$ cat config.mk
export PLATFORM = sky130hd
export DESIGN_NAME = pc_gen
export DESIGN_NICKNAME = d
export VERILOG_FILES = /design/src/rtl/pc_gen.sv
export SDC_FILE = /design/constraint.sdc
export NUM_CORES = 1
export LEC_CHECK = 0
export ABC_AREA = 1
export BUFFER_PORTS_ARGS = -buffer_cell sky130_fd_sc_hd__buf_2
export CORE_MARGIN = 2
export CORE_UTILIZATION = 52
export DETAILED_ROUTE_END_ITERATION = 12
export GPL_ROUTABILITY_DRIVEN = 0
export PLACE_DENSITY_LB_ADDON = 0.3
export SLEW_MARGIN = 15
export SYNTH_ARGS = -nofsm -noshare
export SYNTH_HDL_FRONTEND = slang
export SYNTH_SLANG_ARGS = --single-unit
$ cat constraint.sdc
create_clock -name clk -period 3.5 [get_ports clk]
set_input_delay 0.7 -clock clk [delete_from_list [all_inputs] [get_ports clk]]
set_output_delay 0.7 -clock clk [all_outputs]
set_load 0.02 [all_outputs]
$ cat src/rtl/pc_gen.sv
// Fetch-address generator: prioritised redirects, trap override,
// alignment check with halt-until-trap, valid/ready request port.
//
// Ports:
//   clk, rst_n       clock, async active-low reset
//   redir_valid      per-source redirect pulse (index 0 wins)
//   redir_target     packed targets, source i at [i*XLEN +: XLEN]
//   trap_valid       trap redirect, overrides everything
//   trap_vector      trap target (assumed aligned)
//   fetch_valid      fetch_pc is a live request
//   fetch_ready      consumer accepts fetch_pc this cycle
//   fetch_pc         current fetch address
//   misalign_err     one-cycle pulse on a misaligned redirect
//   misalign_addr    last offending target
module pc_gen #(
  parameter int XLEN = 32,
  parameter logic [XLEN-1:0] RESET_VECTOR = '0,
  parameter int NUM_REDIR = 4,
  parameter int ALIGN_BITS = 2
) (
  input  logic                      clk,
  input  logic                      rst_n,
  input  logic [NUM_REDIR-1:0]      redir_valid,
  input  logic [NUM_REDIR*XLEN-1:0] redir_target,
  input  logic                      trap_valid,
  input  logic [XLEN-1:0]           trap_vector,
  output logic                      fetch_valid,
  input  logic                      fetch_ready,
  output logic [XLEN-1:0]           fetch_pc,
  output logic                      misalign_err,
  output logic [XLEN-1:0]           misalign_addr
);

  localparam logic [1:0] ST_BOOT = 2'd0;
  localparam logic [1:0] ST_RUN  = 2'd1;
  localparam logic [1:0] ST_HALT = 2'd2;

  localparam logic [XLEN-1:0] ALIGN_MASK =
    XLEN'((64'd1 << ALIGN_BITS) - 64'd1);
  localparam logic [XLEN-1:0] PC_INC = XLEN'(4);

  logic [1:0]      state_q, state_d;
  logic [XLEN-1:0] pc_q, pc_d;
  logic            valid_q, valid_d;
  logic            err_q, err_d;
  logic [XLEN-1:0] addr_q, addr_d;

  logic            sel_hit;
  logic [XLEN-1:0] sel_tgt;
  logic            sel_bad;

  // Scan from the top so the lowest asserted index is written last.
  always_comb begin
    sel_hit = 1'b0;
    sel_tgt = '0;
    for (int i = NUM_REDIR - 1; i >= 0; i--) begin
      if (redir_valid[i]) begin
        sel_hit = 1'b1;
        sel_tgt = redir_target[i*XLEN +: XLEN];
      end
    end
  end

  assign sel_bad = |(sel_tgt & ALIGN_MASK);

  always_comb begin
    state_d = state_q;
    pc_d    = pc_q;
    err_d   = 1'b0;
    addr_d  = addr_q;
    case (state_q)
      ST_BOOT: begin
        state_d = ST_RUN;
        if (trap_valid) pc_d = trap_vector;
      end
      ST_RUN: begin
        if (trap_valid) begin
          pc_d = trap_vector;
        end else if (sel_hit) begin
          if (sel_bad) begin
            err_d   = 1'b1;
            addr_d  = sel_tgt;
            state_d = ST_HALT;
          end else begin
            pc_d = sel_tgt;
          end
        end else if (valid_q && fetch_ready) begin
          pc_d = pc_q + PC_INC;
        end
      end
      ST_HALT: begin
        if (trap_valid) begin
          pc_d    = trap_vector;
          state_d = ST_RUN;
        end
      end
      default: state_d = ST_BOOT;
    endcase
    // Registered so fetch_valid tracks the state being entered.
    valid_d = (state_d == ST_RUN);
  end

  always_ff @(posedge clk or negedge rst_n) begin
    if (!rst_n) begin
      state_q <= ST_BOOT;
      pc_q    <= RESET_VECTOR;
      valid_q <= 1'b0;
      err_q   <= 1'b0;
      addr_q  <= '0;
    end else begin
      state_q <= state_d;
      pc_q    <= pc_d;
      valid_q <= valid_d;
      err_q   <= err_d;
      addr_q  <= addr_d;
    end
  end

  assign fetch_valid   = valid_q;
  assign fetch_pc      = pc_q;
  assign misalign_err  = err_q;
  assign misalign_addr = addr_q;

endmodule

== After elaboration in Yosys (flattened, before gate mapping) ==
Index checks and enable logic that the tools add are counted.
Operators by class
  equality and inequality tests: 6
  add/sub/neg operators: 1
  reductions and logical operators: 7
  multiplexer cells: 23
  bitwise operators: 1
Operators by type and width (number)
  $mux W32: 9
  $pmux W32 S2: 1
  $add A32 B3 Y32 const B: 1
  $mux W1: 8
  $mux W2: 4
  $ne A4 B4 Y1 const B: 2
  $reduce_and A4 Y1: 2
  $pmux W2 S3: 1
  $eq A2 B1 Y1 const B: 2
  $reduce_or A2 Y1: 2
  $eq A2 B2 Y1 const B: 1
  $logic_not A2 Y1: 1
  $ne A2 B1 Y1 const B: 1
  $reduce_bool A2 Y1: 1
  $logic_and A1 B1 Y1: 1
  $not A1 Y1: 1
Storage, ports and cells
  flip-flop bits (word level): 68
  word-level logic and storage cells: 43
  output and inout bits: 66

== Logic depth before layout (Yosys ltp) ==
Gate-level depths: netlist (run 1).
  word-level depth: 10
  depth in mapped cells: 15
  depth with buffers taken out: 13

== Worst setup path before layout (run 1) ==
Ideal clock, no wire load.
  kind: input to register
  start: input port redir_valid[1]
  end: register pc_q[14] (netlist: fetch_pc[14])
  stages on the path: 13
  path slack: 1.483 ns
  arrival time: 1.896 ns
  buffers on the path: 3
  setup time: 0.120 ns
  cell sequence: buf_2 > nor2_2 > nand2_2 > inv_4 > nor2_4 > buf_6 > nand2_4 > nand2_4 > nand2_4 > nand2_4 > buf_2 > o21ai_1 > nand2_1
On the way
  longest elaborated chain between the ends: 6
  elaborated cells between the ends (all ways): 12
Ends and longest elaborated chain
  from (decl): line 23  | input logic [NUM_REDIR-1:0] redir_valid,
  $mux W32 (2 in series): line 57  | if (redir_valid[i]) begin
  $mux W32: line 80  | if (sel_bad) begin
  $mux W32: line 79  | end else if (sel_hit) begin
  $mux W32: line 77  | if (trap_valid) begin
  $pmux W32 S2: line 71  | case (state_q)
  to (signal assigned): line 112  | pc_q <= pc_d;
  to (decl): line 43  | logic [XLEN-1:0] pc_q, pc_d;
Several ways; a longest one is shown, not always the timed one. The select of a mux whose other input is x is not followed.
A chain may end at the register's enable or synchronous reset.

== Worst setup path after layout (run 1) ==
  start: input port redir_valid[1]
  end: register pc_q[16] (netlist: fetch_pc[16])
Same word-level chain as after synthesis.

==> flow_metrics.tcl, run 1 <==
set metrics [dict create \
    synth_ff_type "dfrtp_1" \
    area_delta_synth_final_pct 26.4 \
    ys_types 36 \
    clock_latency_ns 0.35 \
    numCtsBuffers 9 \
    synth_top_family_by_area "simple AND/OR/NAND/NOR gates" \
    yosys_warnings 0 \
    fmax_mhz 381 \
    period_share_pct 75.1 \
    clock-root-buffer "clkbuf_8" \
    drv_cap 0 \
    critPathKind "input pin to flop" \
    num_vias 6321 \
    drt_pass1_iterations 5 \
    worstRegToRegCells 6 \
    fin_skew_ns 0.00588 \
    synth-simple-area-share_pct 43.7 \
    setup_viol 0 \
    finalSetupTns_ns 0 \
    cp_data_required_time_ns 3.75 \
    slew_violations 0 \
    syn_area_per_cell_um2 6.11 \
    period_needed_ns 2.63 \
    clock-sinks 68 \
    grt_util_all_layers_pct 31.6 \
    hold_violations 0 \
    synth_adder_area_share_pct 0.243 \
    clk_pin_slew_ns 0.07 \
    pre_cts_slack_ns 0.593 \
    cts_resized 0 \
    die-area_mm2 0.0107 \
    synthArstFlopShare_pct 100 \
    ff2ff_setup_slack_ns 0.92 \
    synth_mux_area_share_pct 0 \
    drc_errors 0 \
    synth_compound_area_share_pct 14.1 \
    first_iter_violations 441 \
    p_leak_nw 3.62 \
    coreArea_mm2 0.00968 \
    critPathMaxFanout 41 \
    setup_ws_ns 0.872 \
    dieHeight_um 104 \
    start_util_pct 53.3 \
    dp.final_hpwl_mm 13.1 \
    hp-class "input pin to asynchronous set/reset pin" \
    endpoint_kind "flop" \
    diodes 0 \
    relSlewSlack_pct 43.8 \
    synth-seq-cells 68 \
    path_delay_family "buffers and inverters" \
    layout-drive-gt1-share_pct 26.6 \
    h-tree-depth 3 \
    p_per_area_mw_per_mm2 709 \
    status "complete, no violations" \
    cts_max_path_buffers 2 \
    grt_remaining_overflow 0 \
    cpMostUsedCell "nand2_1" \
    cts_setup_buffers 0 \
    r2r_start "state_q[0]" \
    die_x_um 104 \
    port_buffers 233 \
    syn-num-nets 1013 \
    grt_pass1_wl_mm 27.7 \
    cpPeakStageDelay_ns 0.47 \
    row_count 36 \
    wl_per_cell_um 14.3 \
    tightest_slew_ns 0.843 \
    yosysSeqAreaShare_pct 33.0 \
    postRouteAntennaNets 0 \
    slowest_stage "buf_2" \
    synth_edf_count 0 \
    cts_hold_repair.buffers 0 \
    path_cells "buf_2 > inv_1 > nor2_1 > nor2_1 > nand2_1 > nand2_1 > nand2_4 > nand2_4 > nand2_4 > nand2_4 > inv_4 > nand2_1 > nand2_1 > nand2_1" \
    syn-instance-count 844 \
    viasPerCell 5.31 \
    peakVddDrop_mv 0.464 \
    arrival_ns 2.88 \
    ios 234 \
    grt_max_degree 45 \
    cts_tree "built" \
    syn_area_mm2 0.00516 \
    antenna_found_initial 0 \
    rsz0062_at_grt "no" \
    worst_setup_path_start_kind "input pin" \
    cp-startpoint "redir_valid[1]" \
    synth-xor-area-share_pct 0.509 \
    wirelength_mm 17.0 \
    r2r-end "fetch_pc[8]" \
    grt_pass1_vias 5745 \
    critPathBufInv 3 \
    fin_nets 1221 \
]
## metrics by stage
| step | hold slack (ns) | power, mW | utilization, % | cells | cell area [um2] |
|---|---|---|---|---|---|
| after floorplan | 0.404 | 3.16 | - | 844 | 5160 |
| after global placement | 0.458 | 3.87 | 65.2 | 1174 | 6320 |
| after detailed placement | 0.461 | 3.92 | 65.2 | 1174 | 6320 |
| after CTS | 0.481 | 4.60 | 67.3 | 1190 | 6520 |
| after global routing | 0.503 | 4.96 | 67.3 | 1190 | 6520 |
| final | 0.445 | 4.62 | 67.3 | 1190 | 6520 |
## worst max path at each step
stage,endpoint,slack (ns),cells after the start
finish,fetch_pc[16],0.87,14
global route,fetch_pc[22],0.61,14
CTS,fetch_pc[21],0.93,14
detailed placement,fetch_pc[21],0.59,14
global placement,fetch_pc[21],0.65,14
floorplan,fetch_pc[14],1.48,13
## metal layers
| metal | share of wire, % | global-route usage, % |
|---|---|---|
| met1 | 42 | 42.0 |
| met2 | 47 | 50.9 |
| met3 | 8.8 | 6.86 |
| met4 | 2.9 | 11.5 |
| met5 | 0 | 0 |
## cell usage in the layout (no fill, tap or decap), types with 2 or more instances in the layout
master / synthesis / layout
buf_4: 8 / 11
nand3b_1: 5 / 5
o21ai_1: 15 / 15
inv_4: 2 / 2
clkbuf_8: 0 / 11
clkinv_2: 0 / 2
nand2_1: 378 / 378
inv_1: 44 / 44
nor2_1: 67 / 67
dfrtp_1: 68 / 68
o21ai_0: 43 / 43
o21bai_1: 2 / 2
or2_2: 5 / 5
nand4_1: 17 / 17
xor2_1: 2 / 2
a21oi_1: 68 / 68
buf_2: 15 / 233
nand3_2: 2 / 2
nand3_1: 50 / 50
nand2_2: 2 / 2
nor3_1: 2 / 2
nor2_4: 5 / 5
a31oi_1: 2 / 2
nand2_4: 4 / 4
a22oi_1: 4 / 4
## flip-flops by register name (all words and copies together) (netlist names)
| signal | cells |
|---|---|
| fetch_pc | 32 |
| fetch_valid | 1 |
| misalign_err | 1 |
| misalign_addr | 32 |
| state_q | 2 |
## worst reg2reg max path, cell delays in order (launching register included)
cell	delay, ns
dfrtp_1	0.53
nand2_1	0.42
nor2_1	0.67
inv_1	0.36
o311ai_0	0.39
nand2_1	0.09
nand2_1	0.06
## synthesized netlist by cell type (all sizes together), types with 2 or more instances
cell / number / area share [%]
a21oi: 68 / 6.6
nand4: 17 / 2.1
nor2: 73 / 6.1
clkbuf: 19 / 1.4
dfrtp: 68 / 33
inv: 47 / 3.5
xor2: 2 / 0.34
nand3b: 5 / 0.73
nand2: 384 / 29
a31oi: 2 / 0.24
a22oi: 4 / 0.58
or2: 5 / 0.61
nand3: 52 / 5.2
nor3: 2 / 0.19
o21bai: 2 / 0.29
o21ai: 58 / 5.6
buf: 28 / 3.6
## area by class of cell
class | instances | area [um2]
repair buffers | 244 | 1250
clock inverters | 4 | 47.5
flip-flops and latches | 68 | 1700
inverters | 47 | 181
multi-input cells | 682 | 3020
well taps | 133 | 166
clock buffers | 12 | 155
fillers | 908 | 3160
## cells by family (layout without fill, tap and decap cells)
kind of cell               count (synthesis)  count (layout)
DFF                                       68              68
adders and majority gates                  1               1
buffers and inverters                     94             307
xor gates and xnor gates                   3               3
and+or+nand+nor                          539             539
AOI/OAI and AO/OA                        139             139
## report_power, final
| part | switching, mW | internal (mW) |
|---|---|---|
| combinational | 1.60 | 0.768 |
| sequential | 0.421 | 1.17 |
| clock | 0.305 | 0.366 |
Note: power is estimated with default switching activity, not from simulation.
==> run 2, diff against run 1 <==
--- a/config.mk
+++ b/config.mk
@@ -8,7 +8,7 @@
 export ABC_AREA = 1
 export BUFFER_PORTS_ARGS = -buffer_cell sky130_fd_sc_hd__buf_2
 export CORE_MARGIN = 2
-export CORE_UTILIZATION = 52
+export CORE_UTILIZATION = 48
 export DETAILED_ROUTE_END_ITERATION = 12
 export GPL_ROUTABILITY_DRIVEN = 0
 export PLACE_DENSITY_LB_ADDON = 0.3
==> constraint.sdc (replaced) <==
create_clock -name clk -period 2.5 [get_ports clk]
set_input_delay 0.5 -clock clk [delete_from_list [all_inputs] [get_ports clk]]
set_output_delay 0.5 -clock clk [all_outputs]
set_load 0.02 [all_outputs]
==> flow_metrics.tcl, run 2 (synthesis results as in run 1) <==
set metrics [dict create \
    status "complete, no violations" \
    clock_latency_ns 0.36 \
    cts_tree "built" \
    period_needed_ns 2.06 \
    fmax_mhz 485 \
    antenna_found_initial 1 \
    finalSetupTns_ns 0 \
    drc_errors 0 \
    place_inst 1184 \
    die-area_mm2 0.0116 \
    slew_violations 0 \
    gr-max-usage-layer "met2" \
    cts_hold_repair.buffers 0 \
    dp.final_hpwl_mm 13.9 \
    relSlewSlack_pct 56.6 \
    diodes 0 \
    cp_data_required_time_ns 2.80 \
    row_count 37 \
    coreArea_mm2 0.0104 \
    cpPeakStageDelay_ns 0.40 \
    worstRegToRegCells 10 \
    met1_usage_pct 41.9 \
    grt_remaining_overflow 0 \
    layout-drive-gt1-share_pct 27.1 \
    dieHeight_um 108 \
    port_buffers 233 \
    numCtsBuffers 9 \
    clock-root-buffer "clkbuf_8" \
    first_iter_violations 472 \
    num_vias 6349 \
    path_cells "inv_1 > nor2_1 > nand3_2 > nor2_4 > nand2_1 > o21bai_1 > nand3_1 > nand2_1 > nand2_1 > nand2_1" \
    h-tree-depth 3 \
    met2_usage_pct 50.8 \
    pre_cts_slack_ns 0.219 \
    p_leak_nw 3.67 \
    layout_commonest_cell "nand2_1" \
    final_cell_mix "nand2_1 (378), buf_2 (233), a21oi_1 (68), dfrtp_1 (68), nor2_1 (67)" \
    hp-class "input pin to asynchronous set/reset pin" \
    critPathMaxFanout 9 \
    peakVddDrop_mv 0.582 \
    grt_pass1_wl_mm 28.4 \
    cpMostUsedCell "nand2_1" \
    start_util_pct 49.7 \
    finish.utilization_pct 63.9 \
    cts_resized 0 \
    clk_pin_slew_ns 0.08 \
    globalRouteMet3Util_pct 6.17 \
    wirelength_mm 17.9 \
    drv_cap 0 \
    grt_pass1_vias 5828 \
    cts_max_path_buffers 2 \
    wl_per_cell_um 14.9 \
    final_cells 1200 \
    cts_setup_buffers 0 \
    hold_violations 0 \
    fillers 1043 \
    clock-sinks 68 \
    arrival_ns 2.36 \
    slowest_stage "dfrtp_1" \
    rsz0062_at_grt "no" \
    die_x_um 108 \
    critPathKind "flop to flop" \
    period_share_pct 82.4 \
    endpoint_kind "flop" \
    ios 234 \
    fin_skew_ns 0.0112 \
    setup_viol 0 \
    p_per_area_mw_per_mm2 1010 \
    grt_util_all_layers_pct 31.3 \
    grt_max_degree 43 \
    postRouteAntennaNets 0 \
    setup_ws_ns 0.440 \
    tightest_slew_ns 0.652 \
    worst_setup_path_start_kind "flop" \
    fin_nets 1228 \
    drt_pass1_iterations 6 \
    viasPerCell 5.29 \
    area_delta_synth_final_pct 28.5 \
]
-- run 2: path summary, 6_finish.rpt --
check | start | end | slack (ns)
min reg2reg | state_q[1] | state_q[0] | 0.46
max in group asynchronous | rst_n | misalign_addr[15] | 1.67
max | fetch_pc[2] | fetch_pc[19] | 0.44
min | rst_n | fetch_pc[16] | 0.16
max reg2reg | fetch_pc[2] | fetch_pc[19] | 0.44
min in group clk | trap_vector[4] | fetch_pc[4] | 0.43
-- run 2: final cells by class --
type	instances	area (um2)	share of cell area (%)
Timing Repair Buffer	251	1310	19.8
Multi-Input combinational cell	682	3020	45.6
Clock buffer	10	128	1.93
Sequential cell	68	1700	25.7
Tap cell	136	170	2.57
Clock inverter	6	111	1.68
Inverter	47	181	2.74
-- run 2: through the flow --
| step | hold WS [ns] | instance area [um2] | power [mW] |
|---|---|---|---|
| 2_1_floorplan | 0.204 | 5160 | 4.43 |
| 3_3_place_gp | 0.450 | 6390 | 5.49 |
| 3_5_place_dp | 0.452 | 6390 | 5.56 |
| 4_1_cts | 0.181 | 6630 | 6.68 |
| 5_1_grt | 0.202 | 6630 | 7.19 |
| 6_report | 0.163 | 6630 | 6.71 |
-- run 2: metal layers --
layer	vias up	share of wire (%)	routed length, um
met5	-	0	0
met3	50	7.6	1360
met4	0	3.3	587
li1	3139	-	-
met1	2865	43	7610
met2	295	47	8330
-- run 2: critical path, delay by kind of cell, from the launching register on --
family	cells	cell delay, ns
AOI/OAI and AO/OA	1	0.16
DFF	1	0.40
and+or+nand+nor	8	1.38
buffers and inverters	1	0.08
-- run 2: power by group --
part,internal (mW),switching [mW]
clock network,0.665,0.457
logic,1.10,2.26
registers,1.63,0.601
total,3.39,3.32
==> run 3, diff against run 2 <==
--- a/config.mk
+++ b/config.mk
@@ -8,7 +8,7 @@
 export ABC_AREA = 1
 export BUFFER_PORTS_ARGS = -buffer_cell sky130_fd_sc_hd__buf_2
 export CORE_MARGIN = 2
-export CORE_UTILIZATION = 48
+export CORE_UTILIZATION = 44
 export DETAILED_ROUTE_END_ITERATION = 12
 export GPL_ROUTABILITY_DRIVEN = 0
 export PLACE_DENSITY_LB_ADDON = 0.3
==> constraint.sdc (replaced) <==
create_clock -name clk -period 1.7 [get_ports clk]
set_input_delay 0.34 -clock clk [delete_from_list [all_inputs] [get_ports clk]]
set_output_delay 0.34 -clock clk [all_outputs]
set_load 0.02 [all_outputs]
==> flow_metrics.tcl, run 3 (synthesis results as in run 1) <==
set metrics [dict create \
    status "finished, violations left" \
    violations "negative setup slack" \
    hp-class "input pin to flop" \
    critPathBufInv 2 \
    final_cell_mix "nand2_1 (373), buf_2 (233), a21oi_1 (66), dfrtp_1 (66), buf_4 (65)" \
    die-area_mm2 0.0126 \
    r2r-end "fetch_pc[31]" \
    grt_remaining_overflow 0 \
    cts_max_path_buffers 2 \
    hold_violations 0 \
    period_needed_ns 1.71 \
    peakVddDrop_mv 1.18 \
    first_iter_violations 599 \
    pre_cts_slack_ns -0.122 \
    viasPerCell 5.19 \
    clk_pin_slew_ns 0.06 \
    cts_tree "built" \
    grt_pass1_wl_mm 29.9 \
    cp_data_required_time_ns 1.94 \
    die_x_um 112 \
    min_path_cells 5 \
    fillers 1102 \
    path_delay_family "simple AND/OR/NAND/NOR gates" \
    port_buffers 233 \
    min_to "fetch_pc[30]" \
    layout_commonest_cell "nand2_1" \
    fin_nets 1284 \
    setup_viol 1 \
    p_leak_nw 4.02 \
    diodes 0 \
    ios 234 \
    drv_cap 0 \
    coreArea_mm2 0.0114 \
    grt_pass1_vias 6158 \
    r2r_start "fetch_pc[3]" \
    cpMostUsedCell "nand2_1" \
    row_count 39 \
    drc_errors 0 \
    numCtsBuffers 9 \
    ff2ff_setup_slack_ns -0.007 \
    drt_pass1_iterations 5 \
    fmax_mhz 586 \
    grt_util_all_layers_pct 29.5 \
    layout-drive-gt1-share_pct 33.0 \
    setup_ws_ns -0.00670 \
    dp.final_hpwl_mm 14.6 \
    h-tree-depth 3 \
    area_delta_synth_final_pct 42.6 \
    multi_input_area_mm2 0.00314 \
    wl_per_cell_um 15.0 \
    start_util_pct 45.2 \
    seq_area_mm2 0.00170 \
    endpoint_kind "flop" \
    period_share_pct 100 \
    tightest_slew_ns 0.505 \
    fin_skew_ns 0.0134 \
    clock-root-buffer "clkbuf_16" \
    grt_max_degree 35 \
    critPathMaxFanout 8 \
    clock-sinks 68 \
    antenna_found_initial 0 \
    slew_violations 0 \
    worst_setup_path_start_kind "flop" \
    relSlewSlack_pct 66.0 \
    finalSetupTns_ns -0.00670 \
    num_vias 6550 \
    rsz0062_at_grt "yes" \
    dieHeight_um 112 \
    arrival_ns 1.95 \
    slowest_stage "dfrtp_2" \
    path_cells "nand2_1 > nor2_1 > buf_4 > nand3_4 > nor2_4 > buf_6 > nand3_2 > nand2_1 > nand4_1 > a21oi_2" \
    worstRegToRegCells 10 \
    wirelength_mm 18.9 \
    cpPeakStageDelay_ns 0.41 \
    critPathKind "flop to flop" \
    hp-start "trap_vector[30]" \
    clock_latency_ns 0.33 \
    p_per_area_mw_per_mm2 1530 \
    postRouteAntennaNets 0 \
]
-- run 3: changes by cell type in the layout (fill, tap and decap cells not counted), moves of 5 or more --
cell	delta
buf_4	+48
clkbuf_16	+9
clkbuf_8	-8
nand2_1	-5
nand3_1	-5
nor2_1	-7
o21ai_0	-5
-- run 3: how the worst max path moves through the flow --
| stage | start | to | slack, ns | cells past startpoint |
|---|---|---|---|---|
| detailed placement | redir_valid[1] | misalign_addr[6] | -0.12 | 11 |
| CTS | fetch_pc[3] | fetch_pc[28] | 0.0004 | 9 |
| global placement | redir_valid[1] | fetch_pc[13] | -0.07 | 10 |
| finish | fetch_pc[3] | fetch_pc[31] | -0.007 | 10 |
| global route | fetch_pc[4] | fetch_pc[25] | -0.14 | 12 |
| floorplan | fetch_pc[3] | fetch_pc[20] | 0.003 | 12 |
-- run 3: per-layer routing --
| metal | global-route usage [%] | up-vias | wire, um |
|---|---|---|---|
| li1 | - | 3239 | - |
| met3 | 6.59 | 40 | 1370 |
| met4 | 7.97 | 0 | 435 |
| met1 | 38.9 | 2990 | 7900 |
| met2 | 49.1 | 281 | 9180 |
| met5 | 0 | - | 0 |
-- run 3: power breakdown --
group,internal (mW),switching (mW),leakage (nW),total (mW)
registers,2.41,0.709,0.833,3.12
clock network,1.47,0.690,0.162,2.16
logic,2.23,3.78,3.02,6.01
total,6.10,5.18,4.02,11.3
-- run 3: cell type report --
cell class,count,area share (%)
clock buffers,11,3.30
flip-flops and latches,68,23.2
well taps,143,2.43
multi-input cells,682,42.8
repair buffers,307,24.5
clock inverters,4,1.33
inverters,47,2.54
-- run 3: timing repair --
action                                  in CTS  in global routing
buffers inserted                             0                  5
gates cloned                                 0                  0
endpoints found under the setup margin       4                 51
gates resized for setup                      5                 39
hold buffers                                 1                  0
hold endpoints to repair                    11                  0
pin swaps                                    1                 21
-- run 3: worst reg2reg max path: cells and delay by family, from the launching register on --
kind	cells	cell delay, ns
buffers and inverters	2	0.29
flip-flops	1	0.41
AND/OR/NAND/NOR	7	0.76
AO/OA/AOI/OAI	1	0.15
-- run 3: metrics by stage --
step	cell area (um2)	hold WS (ns)	utilization, %	total power [mW]	std cells
3_3_place_gp	6830	0.267	59.8	8.78	1241
2_1_floorplan	5160	0.0444	-	6.52	844
6_report	7350	0.304	64.4	11.3	1262
3_5_place_dp	6830	0.264	59.8	8.88	1241
5_1_grt	7350	0.337	64.4	12.0	1262
4_1_cts	7190	0.299	63.0	11.1	1257
